**config.mk**
```make
export PLATFORM = sky130hd
export DESIGN_NAME = sal_arbiter_wrr_burst
export DESIGN_NICKNAME = d
export VERILOG_FILES = /design/src/rtl/sal_arbiter_wrr_burst.sv
export SDC_FILE = /design/constraint.sdc
export NUM_CORES = 1
export LEC_CHECK = 0
export CAP_MARGIN = 20
export CORE_AREA = 2 2 139 141
export DETAILED_ROUTE_END_ITERATION = 10
export DIE_AREA = 0 0 141 143
export SLEW_MARGIN = 10
export SYNTH_ARGS = -nofsm -noshare
export SYNTH_HDL_FRONTEND = slang
export SYNTH_SLANG_ARGS = --single-unit
export TNS_END_PERCENT = 30
```
**constraint.sdc**
```tcl
create_clock -name clk -period 4 [get_ports clk]
set_clock_uncertainty 0.15 [all_clocks]
set_input_delay 0.4 -clock clk [delete_from_list [all_inputs] [get_ports clk]]
set_output_delay 0.4 -clock clk [all_outputs]
set_load 0.05 [all_outputs]
```
**src/rtl/sal_arbiter_wrr_burst.sv**
```systemverilog
// Weighted round-robin arbiter with burst locking for one shared valid/ready channel.
// Optional per-requester burst counters: define SAL_ARBITER_WRR_STAT_EN.
module sal_arbiter_wrr_burst #(
  parameter int REQ_CNT      = 4,
  parameter int REQ_CNT_LG2  = $clog2(REQ_CNT),
  parameter int DATA_WIDTH   = 64,
  parameter int WEIGHT_WIDTH = 4
) (
  input  logic                    clk,
  input  logic                    rst_n,
  input  logic [REQ_CNT-1:0]      req_arr_i,
  input  logic [DATA_WIDTH-1:0]   data_arr_i [0:REQ_CNT-1],
  input  logic [REQ_CNT-1:0]      last_arr_i,
  input  logic [WEIGHT_WIDTH-1:0] weight_arr_i [0:REQ_CNT-1],
  output logic [REQ_CNT-1:0]      gnt_arr_o,
  output logic                    req_o,
  output logic [DATA_WIDTH-1:0]   data_o,
  output logic                    last_o,
  input  logic                    gnt_i
`ifdef SAL_ARBITER_WRR_STAT_EN
  ,
  input  logic                    stat_clr_i,
  output logic [31:0]             stat_burst_cnt_o [0:REQ_CNT-1]
`endif
);

  typedef enum logic {
    IDLE  = 1'b0,
    BURST = 1'b1
  } state_e;

  state_e                  state_q, state_d;
  logic [REQ_CNT_LG2-1:0]  prev_q, prev_d;
  logic [REQ_CNT_LG2-1:0]  owner_q, owner_d;
  logic [WEIGHT_WIDTH-1:0] credit_q, credit_d;

  logic                    sel_vld;
  logic [REQ_CNT_LG2-1:0]  sel_idx;
  logic [REQ_CNT_LG2-1:0]  scan_idx;
  logic                    act;
  logic                    accept;
  logic                    done;
  logic [WEIGHT_WIDTH-1:0] wgt;
  logic [WEIGHT_WIDTH-1:0] wgt_m1;

  // Pick the candidate: locked owner, the credited previous winner, or a rotating scan.
  always_comb begin
    sel_vld  = 1'b0;
    sel_idx  = '0;
    scan_idx = '0;
    if (state_q == BURST) begin
      sel_vld = 1'b1;
      sel_idx = owner_q;
    end else if (credit_q != '0 && req_arr_i[prev_q]) begin
      sel_vld = 1'b1;
      sel_idx = prev_q;
    end else begin
      // The last step wraps back onto prev_q itself.
      for (int i = 1; i <= REQ_CNT; i++) begin
        scan_idx = prev_q + REQ_CNT_LG2'(i);
        if (!sel_vld && req_arr_i[scan_idx]) begin
          sel_vld = 1'b1;
          sel_idx = scan_idx;
        end
      end
    end
  end

  // Zero-latency downstream mux; everything forced low while in reset.
  always_comb begin
    act       = rst_n & sel_vld;
    req_o     = act & req_arr_i[sel_idx];
    data_o    = act ? data_arr_i[sel_idx] : '0;
    last_o    = act & last_arr_i[sel_idx];
    accept    = req_o & gnt_i;
    done      = accept & last_o;
    gnt_arr_o = accept ? (REQ_CNT'(1) << sel_idx) : '0;
  end

  // Weight of zero still buys one burst.
  always_comb begin
    wgt    = weight_arr_i[sel_idx];
    wgt_m1 = (wgt == '0) ? '0 : wgt - WEIGHT_WIDTH'(1);
  end

  // Next-state: lock on a non-last beat, settle credit on the last beat.
  always_comb begin
    state_d  = state_q;
    prev_d   = prev_q;
    owner_d  = owner_q;
    credit_d = credit_q;
    if (accept) begin
      if (last_o) begin
        state_d = IDLE;
        if (sel_idx == prev_q && credit_q != '0) begin
          credit_d = credit_q - WEIGHT_WIDTH'(1);
        end else begin
          credit_d = wgt_m1;
          prev_d   = sel_idx;
        end
      end else if (state_q == IDLE) begin
        state_d = BURST;
        owner_d = sel_idx;
      end
    end
  end

  // Arbitration state; reset drops any lock at once.
  always_ff @(posedge clk or negedge rst_n) begin
    if (!rst_n) begin
      state_q  <= IDLE;
      prev_q   <= REQ_CNT_LG2'(REQ_CNT - 1);
      owner_q  <= '0;
      credit_q <= '0;
    end else begin
      state_q  <= state_d;
      prev_q   <= prev_d;
      owner_q  <= owner_d;
      credit_q <= credit_d;
    end
  end

`ifdef SAL_ARBITER_WRR_STAT_EN
  logic [31:0] cnt_q [0:REQ_CNT-1];

  // Saturating completed-burst counters; clear beats increment.
  always_ff @(posedge clk or negedge rst_n) begin
    if (!rst_n) begin
      for (int i = 0; i < REQ_CNT; i++) begin
        cnt_q[i] <= '0;
      end
    end else begin
      for (int i = 0; i < REQ_CNT; i++) begin
        if (stat_clr_i) begin
          cnt_q[i] <= '0;
        end else if (done && sel_idx == REQ_CNT_LG2'(i)
                     && cnt_q[i] != 32'hFFFF_FFFF) begin
          cnt_q[i] <= cnt_q[i] + 32'd1;
        end
      end
    end
  end

  // Expose the counters.
  always_comb begin
    for (int i = 0; i < REQ_CNT; i++) begin
      stat_burst_cnt_o[i] = cnt_q[i];
    end
  end
`else
  logic unused_done;

  // Burst-completion pulse only feeds the optional counters.
  always_comb begin
    unused_done = done;
  end
`endif

endmodule

```
# After elaboration in Yosys (flattened, before gate mapping)
# Index checks and enable logic that the tools add are counted.
# op_classes
n_mux	41
shift	1
n_reduce_logical	13
magnitude_cmp	6
bitwise	8
eq_ne	1
add_sub_neg	5
# ops
operator	n
two-way mux 64 bit	3
binary-select mux 64 bit (select 2 bit)	1
two-way mux 4 bit	5
two-way mux 1 bit	19
< comparator 2 x 3 -> 1 bit (second input constant)	5
binary-select mux 1 bit (select 2 bit)	6
two-way mux 2 bit	6
binary-select mux 4 bit (select 2 bit)	1
subtractor 4 x 1 -> 4 bit (second input constant)	2
AND reduction 3 bit	2
logical AND 1 bit	5
adder 2 bit (second input constant)	2
AND 1 bit	4
zero test 4 bit	1
nonzero test 4 bit	1
left shift 1 x 2 -> 4 bit (first input constant)	1
greater-or-equal comparator 3 bit (second input constant)	1
zero test 1 bit	3
NOT 1 bit	3
NOT 2 -> 3 bit	1
adder 2 x 1 -> 2 bit (second input constant)	1
== test 2 bit	1
AND reduction 2 bit	1
# totals
input_bits	283
out_inout_bits	70
ff_bits	9
elab_cells	79

# Logic depth before layout (Yosys ltp)
# Gate-level depths: netlist of run 1.
# logic_depth
word_depth	28
ltp_mapped	13

# Least setup slack after synthesis of run 1
# No wires, ideal clock.
# synth_path
path_kind	register -> output
startpoint	register prev_q[1]
endpoint	output data_o[60]
arrival_ps	3729
stages_incl_launch_ff	11
required_time_ps	3450
setup_slack_ps	-279
cell_sequence	dfstp_2 -> buf_6 -> mux4_2 -> a21boi_1 -> o21ai_2 -> buf_2 -> buf_2 -> buf_2 -> nand2_1 -> and3_1 -> a211oi_1
# synth_between
elab_chain_cells	26
word_cells_on_any_way	42
cone_classes	3 x add/sub; 30 x mux; 2 x bitwise; 7 x reduce/logical
# synth_lines
element	line_no	source
start: declaration	33	logic [REQ_CNT_LG2-1:0] prev_q, prev_d;
start signal: assignment	112	prev_q <= REQ_CNT_LG2'(REQ_CNT - 1);
start signal: assignment	117	prev_q <= prev_d;
adder 2 x 1 -> 2 bit	60	scan_idx = prev_q + REQ_CNT_LG2'(i);
binary-select mux 1 bit (select 2 bit)	61	if (!sel_vld && req_arr_i[scan_idx]) begin
two-way mux 1 bit (implied by the code)	61	
two-way mux 1 bit	61	
two-way mux 1 bit	54	end else if (credit_q != '0 && req_arr_i[prev_q]) begin
two-way mux 1 bit	51	if (state_q == BURST) begin
zero test 1 bit	61	
logical AND 1 bit	61	
(+9 left out)	-	
logical AND 1 bit	61	
two-way mux 2 bit	61	
two-way mux 2 bit	54	
two-way mux 2 bit	51	
NOT 2 -> 3 bit (implied by the code)	73	data_o = act ? data_arr_i[sel_idx] : '0;
binary-select mux 64 bit (select 2 bit)	73	
two-way mux 64 bit (implied by the code) (2 in a row)	73	
two-way mux 64 bit (*)	73	
end: declaration	17	output logic [DATA_WIDTH-1:0] data_o,
# Every way passes the cells marked *; elsewhere a longest branch is shown, timed or not. The select of a mux whose other input is x is not followed.

# Final worst setup path of run 1
# layout_path
startpoint	register prev_q[1]
endpoint	output data_o[22]
# Same word-level chain as after synthesis.

==> impl_metrics.toml, run 1 <==
[timing]
drv_slew = 0
finalSetupViolCount = 0
relSlewSlack = 0.592
tns_ps = 0
fin_crit_sh = 0.960
finalHoldViolations = 0
fin_hold_ws_ps = 404
max_freq_mhz = 260
rsz0062_at_grt = "no"
tightest_slew_ps = 609
fin_crit_ps = 3840

[clocking]
clk_latency_ps = 230
clockBufferDepth = 2
cts.sinks = 9
clk_pin_slew_ps = 40
cts_tree = "built"
root_buffer = "clkbuf_16"
numCtsBuffers = 3
cts_max_level = 1
post-cts-setup-buffers = 0

[logic_synthesis]
syn_area_sq_mm = 0.00343
syn_nets = 803
ys_types = 57
synth_edf_count = 0
synthTopCellsByArea = "mux2i_1, nand2_1, a211oi_1"
ys.flop_type = "dfrtp_1"
async_flop_share = 1.00
ys_seq_area_frac = 0.0663
synth_top_area_share = 0.216
ys_warn_count = 0
synthCells = 519
yosysTopAreaCell = "mux2i_1"
syn_avg_cell_area_sq_um = 6.62
synth-seq-cells = 9

[min_path]
min_path_type = "input port to async pin"

[drt]
viasPerCell = 4.80
wire_per_inst_um = 17.8
via_count = 5193
drc = 0
drtIter0Drc = 225
firstDrtPassIters = 4
routed_wl_mm = 19.2
ant_nets = 0

[pwr]
peakVddDrop_mv = 0.367
leakage_uw = 0.00326
p_comb_frac = 0.941
sw_frac_of_total = 0.547
internal_power_uw = 3100
clockPowerShare = 0.026
p_sw_uw = 3750
power_density_mw_per_mm2 = 855
pwr-share-seq = 0.033

[critical_path]
crit_path_end_kind = "primary output"
required_ps = 3450
path_class = "register to primary output"
path_cells = "mux4_2, a21boi_1, o21ai_4, buf_12, buf_12, nand2_1, and3_1, a211oi_1, buf_12"
cp_num_buf_inv = 3
crit_top_cell = "buf_12"
path_delay_family = "compound AO/OA/AOI/OAI gates"
max_stage_delay_ps = 720
crit_arrival_ps = 3290
cp-start-kind = "register"
cp_slowest_cell = "dfstp_2"
cp_max_fo = 45

[floorplanning]
fp.dieH_um = 143
io_pins = 353
die_w_um = 141
core_sq_mm = 0.0186
die_area_sq_mm = 0.0202
rows = 50
initial_utilization = 0.185

[layout]
drive_gt1_frac = 0.175
fin_cells = 1082
diodes = 0
area_delta_synth_final_pct = 133
nets = 1133

[global_routing]
grt_pass1_wl_mm = 28.1
antenna_found_initial = 0
overflow = 0
grt_pass1_vias = 5175
globalRouteTotalUtil = 0.175
grt_max_degree = 46

[placement]
dp_hpwl_mm = 15.6
io_buffers = 352
placed_cells = 1078
routabilityCongestion = 0.875

[run]
maxCapViolCount = 0

[outcome]
status = "completed"
## flip-flops by register name, indices dropped and copies added, names as in the netlist
name	cells
credit_q	4
owner_q	2
prev_q	2
state_q	1
## cells in the final DEF (no fill, tap or decap), drive strengths merged, types with 2 or more instances in the layout
cell type / Yosys / routed
clkdlybuf4s50: 0 / 281
nand2: 139 / 139
buf: 31 / 95
mux2i: 74 / 74
and3: 66 / 66
a211oi: 66 / 66
nor2: 14 / 14
nand3: 13 / 13
nor3: 8 / 8
o211ai: 8 / 8
inv: 7 / 7
dfrtp: 7 / 7
a21oi: 5 / 5
o21ai: 5 / 5
o211a: 4 / 4
or3: 4 / 4
mux2: 4 / 4
clkbuf: 21 / 4
nand2b: 3 / 3
a21boi: 3 / 3
nor2b: 3 / 3
mux4: 2 / 2
xnor2: 2 / 2
or2: 2 / 2
a21o: 2 / 2
dfstp: 2 / 2
nor3b: 2 / 2
and2: 2 / 2
o21a: 2 / 2
o22ai: 2 / 2
## power groups by stage
stage | Clock (uW) | Sequential, uW | Combinational (uW)
2_1_floorplan | 0 | 170 | 3900
3_3_place_gp | 0 | 226 | 6410
3_5_place_dp | 0 | 227 | 6420
4_1_cts | 181 | 225 | 6440
5_1_grt | 185 | 237 | 6840
6_report | 177 | 229 | 6440
## cells in the mapped netlist (2+ instances only)
| cell type | count |
|---|---|
| mux2i_1 | 74 |
| o211a_1 | 4 |
| or3_1 | 3 |
| nand2_1 | 139 |
| buf_2 | 16 |
| or2_2 | 2 |
| and3_1 | 66 |
| o21ai_2 | 2 |
| nor2_1 | 14 |
| o21ai_0 | 3 |
| nor3_1 | 8 |
| a21boi_0 | 2 |
| inv_1 | 7 |
| clkbuf_1 | 19 |
| o211ai_1 | 7 |
| mux4_2 | 2 |
| a21o_1 | 2 |
| nor2b_1 | 2 |
| buf_1 | 13 |
| o21a_1 | 2 |
| xnor2_1 | 2 |
| nand2b_1 | 3 |
| dfstp_2 | 2 |
| mux2_2 | 3 |
| a211oi_1 | 66 |
| nor3b_1 | 2 |
| nand3_1 | 13 |
| clkbuf_2 | 2 |
| dfrtp_1 | 7 |
| a21oi_1 | 5 |
## logic make-up after synthesis
family / synth area share
AND/OR/NAND/NOR: 0.364
AO/OA/AOI/OAI: 0.244
multiplexers: 0.243
buffers and inverters: 0.0743
flip-flops: 0.0663
XOR/XNOR: 0.00510
adder cells (fa/ha/maj): 0.00364
## layer usage
layer	part of all wire	track usage	routed length, um	up-vias
met5	0	0	0	-
met4	0.017	0.0384	325	0
met3	0.076	0.0339	1460	22
met2	0.51	0.325	9850	242
met1	0.40	0.209	7600	2371
li1	-	-	-	2558
## per-stage QoR
| step | instance area (sq um) | utilization | power, uW | setup WS (ps) |
|---|---|---|---|---|
| after global routing | 8010 | 0.431 | 7260 | 2.49 |
| final | 8010 | 0.431 | 6850 | 160 |
| after floorplan | 3530 | - | 4070 | -232 |
| after detailed placement | 7870 | 0.423 | 6650 | 150 |
| after CTS | 7950 | 0.428 | 6850 | 94.8 |
| after global placement | 7870 | 0.423 | 6630 | 174 |
## what timing repair did
| item | CTS | global route |
|---|---|---|
| setup endpoints to repair | 0 | 36 |
| endpoints found under the hold margin | 0 | 0 |
| resized for setup | 0 | 13 |
| hold buffers | 0 | 0 |
## cell type report
class | instances | area (sq um)
clock buffer | 4 | 78.8
fill | 1848 | 10600
inverter | 7 | 26.3
multi-input combinational | 451 | 3130
sequential | 9 | 228
tap | 234 | 293
timing repair buffer | 377 | 4250
## final timing paths
kind | startpoint | slack (ps) | endpoint | cells after the start
max in group asynchronous | rst_n | 2900 | credit_q[2]$_DFFE_PN0P_ | 1
min in group clk | owner_q[1]$_DFFE_PN0P_ | 410 | owner_q[1]$_DFFE_PN0P_ | 1
hold / removal | rst_n | 400 | credit_q[1]$_DFFE_PN0P_ | 1
setup reg to reg | credit_q[0]$_DFFE_PN0P_ | 490 | owner_q[0]$_DFFE_PN0P_ | 10
setup / recovery | prev_q[1]$_DFFE_PN1P_ | 160 | data_o[22] | 9
hold reg to reg | owner_q[1]$_DFFE_PN0P_ | 410 | owner_q[1]$_DFFE_PN0P_ | 1
## worst register-to-register path, stage by stage (launching register included)
cell and delay (ps):
dfrtp_1 370, inv_1 100, ha_1 210, nor3b_2 290
o21ai_0 190, or3_1 410, a31oi_4 300, mux4_2 570
nor2b_4 150, or3_4 350, mux2_4 310
(Power assumes the default switching activity.)
==> run 2: changes to the inputs <==
--- a/config.mk
+++ b/config.mk
@@ -7,6 +7,7 @@
 export LEC_CHECK = 0
 export CAP_MARGIN = 20
 export CORE_AREA = 2 2 139 141
+export CTS_CLUSTER_SIZE = 20
 export DETAILED_ROUTE_END_ITERATION = 10
 export DIE_AREA = 0 0 141 143
 export SLEW_MARGIN = 10
==> results of run 2 <==
The final DEF is identical to that of run 1; final timing and power are the same.
==> run 3: changes to the inputs <==
--- a/config.mk
+++ b/config.mk
@@ -6,11 +6,14 @@
 export NUM_CORES = 1
 export LEC_CHECK = 0
 export CAP_MARGIN = 20
-export CORE_AREA = 2 2 139 141
+export CELL_PAD_IN_SITES_DETAIL_PLACEMENT = 1
+export CELL_PAD_IN_SITES_GLOBAL_PLACEMENT = 2
+export CORE_UTILIZATION = 13
 export CTS_CLUSTER_SIZE = 20
 export DETAILED_ROUTE_END_ITERATION = 10
-export DIE_AREA = 0 0 141 143
-export SLEW_MARGIN = 10
+export PLACE_DENSITY_LB_ADDON = 0.1
+export SKIP_CTS_REPAIR_TIMING = 1
+export SLEW_MARGIN = 20
 export SYNTH_ARGS = -nofsm -noshare
 export SYNTH_HDL_FRONTEND = slang
 export SYNTH_SLANG_ARGS = --single-unit
==> impl_metrics.toml, run 3 (same netlist as run 1, synthesis figures left out) <==
[global_routing]
grt_max_degree = 69
grt_pass1_vias = 5541
grt_pass1_wl_mm = 34.1
globalRouteTotalUtil = 0.166
overflow = 0
antenna_found_initial = 1

[timing]
rsz0062_at_grt = "no"
fin_crit_ps = 3780
fin_hold_ws_ps = 404
tns_ps = 0
tightest_slew_ps = 616
max_freq_mhz = 265
drv_slew = 0
relSlewSlack = 0.588
finalHoldViolations = 0
fin_crit_sh = 0.944
finalSetupViolCount = 0

[clocking]
numCtsBuffers = 3
root_buffer = "clkbuf_16"
cts.sinks = 9
clk_latency_ps = 230
cts_max_level = 1
cts_tree = "built"
clk_pin_slew_ps = 40
clockBufferDepth = 2

[drt]
viasPerCell = 4.49
firstDrtPassIters = 5
drc = 0
wire_per_inst_um = 20.9
ant_nets = 0
drtIter0Drc = 147
routed_wl_mm = 24.8
via_count = 5333

[critical_path]
path_class = "input port to primary output"
path_delay_family = "buffers and inverters"
required_ps = 3450
crit_path_end_kind = "primary output"
path_cells = "clkdlybuf4s50_1, mux4_2, and2_4, o211a_1, or3_1, o21ai_4, buf_12, buf_4, a211oi_1, buf_12"
cp-start-kind = "input port"
crit_arrival_ps = 3230
cp_num_buf_inv = 4
crit_top_cell = "buf_12"
cp_max_fo = 17
max_stage_delay_ps = 510
cp_slowest_cell = "mux4_2"

[layout]
nets = 1136
fin_cells = 1187
n_fill_cell = 3038
final_common_cell = "clkdlybuf4s50_1"
top_register = "credit_q"
layout_common_cells = "clkdlybuf4s50_1, nand2_1, mux2i_1, buf_12, and3_1"
multi_input_area_sq_mm = 0.00316
drive_gt1_frac = 0.184
area_delta_synth_final_pct = 144
largest_register_ffs = 4
ff_latch_area_sq_um = 228
final_area_sq_mm = 0.00836
top_regs = "credit_q: 4 flops, owner_q: 2 flops, prev_q: 2 flops"

[floorplanning]
io_pins = 353
rows = 59
die_area_sq_mm = 0.0271
core_sq_mm = 0.0260
fp.dieH_um = 165
die_w_um = 165
initial_utilization = 0.132

[placement]
placed_cells = 1177
placed_area_sq_mm = 0.00810
io_buffers = 352
dp_hpwl_mm = 19.4
routabilityCongestion = 0.830

[pwr]
peakVddDrop_mv = 0.397
power_density_mw_per_mm2 = 873
leakage_uw = 0.00333

[run]
maxCapViolCount = 0

[min_path]
min_path_type = "input port to async pin"

[outcome]
status = "completed"
-- run 3: cell types whose count changed in the layout (fill, tap and decap cells not counted), sizes merged --
| cell | change |
|---|---|
| clkbuf | +2 |
| diode | +1 |
| buf | +1 |
-- run 3: layout make-up --
cell class	instances	area share
timing repair buffer	380	0.532
tap	335	0.0501
clock buffer	4	0.00942
inverter	7	0.00314
multi-input combinational	451	0.378
antenna	1	0.000299
sequential	9	0.0272
-- run 3: path summary, 6_finish.rpt --
check / cells past startpoint / slack, ps / from / endpoint
max in group asynchronous: 1 / 2890 / rst_n / owner_q[1]$_DFFE_PN0P_
worst max-delay path: 10 / 220 / req_arr_i[2] / data_o[29]
worst min register to register: 1 / 420 / owner_q[1]$_DFFE_PN0P_ / owner_q[1]$_DFFE_PN0P_
worst max register to register: 13 / 390 / credit_q[0]$_DFFE_PN0P_ / credit_q[2]$_DFFE_PN0P_
worst min-delay path: 1 / 400 / rst_n / credit_q[3]$_DFFE_PN0P_
min in group clk: 1 / 420 / owner_q[1]$_DFFE_PN0P_ / owner_q[1]$_DFFE_PN0P_
-- run 3: through the flow --
step | utilization | setup slack [ps] | power, uW
6_report | 0.322 | 225 | 7300
3_5_place_dp | 0.312 | 40.0 | 6990
5_1_grt | 0.322 | 32.1 | 7740
2_1_floorplan | - | -232 | 4070
3_3_place_gp | 0.312 | 40.8 | 6930
4_1_cts | 0.315 | -68.3 | 7200
-- run 3: layer usage --
layer / track usage / share of wire / vias to the layer above
met4: 0.0234 / 0.010 / 2
met5: 0 / 0.00044 / -
met2: 0.338 / 0.55 / 218
met3: 0.0359 / 0.075 / 15
li1: - / - / 2567
met1: 0.174 / 0.36 / 2531
-- run 3: where the power goes --
| group | internal (uW) | switching, uW |
|---|---|---|
| clock | 133 | 44.2 |
| combinational | 3030 | 3870 |
| sequential | 142 | 74.8 |
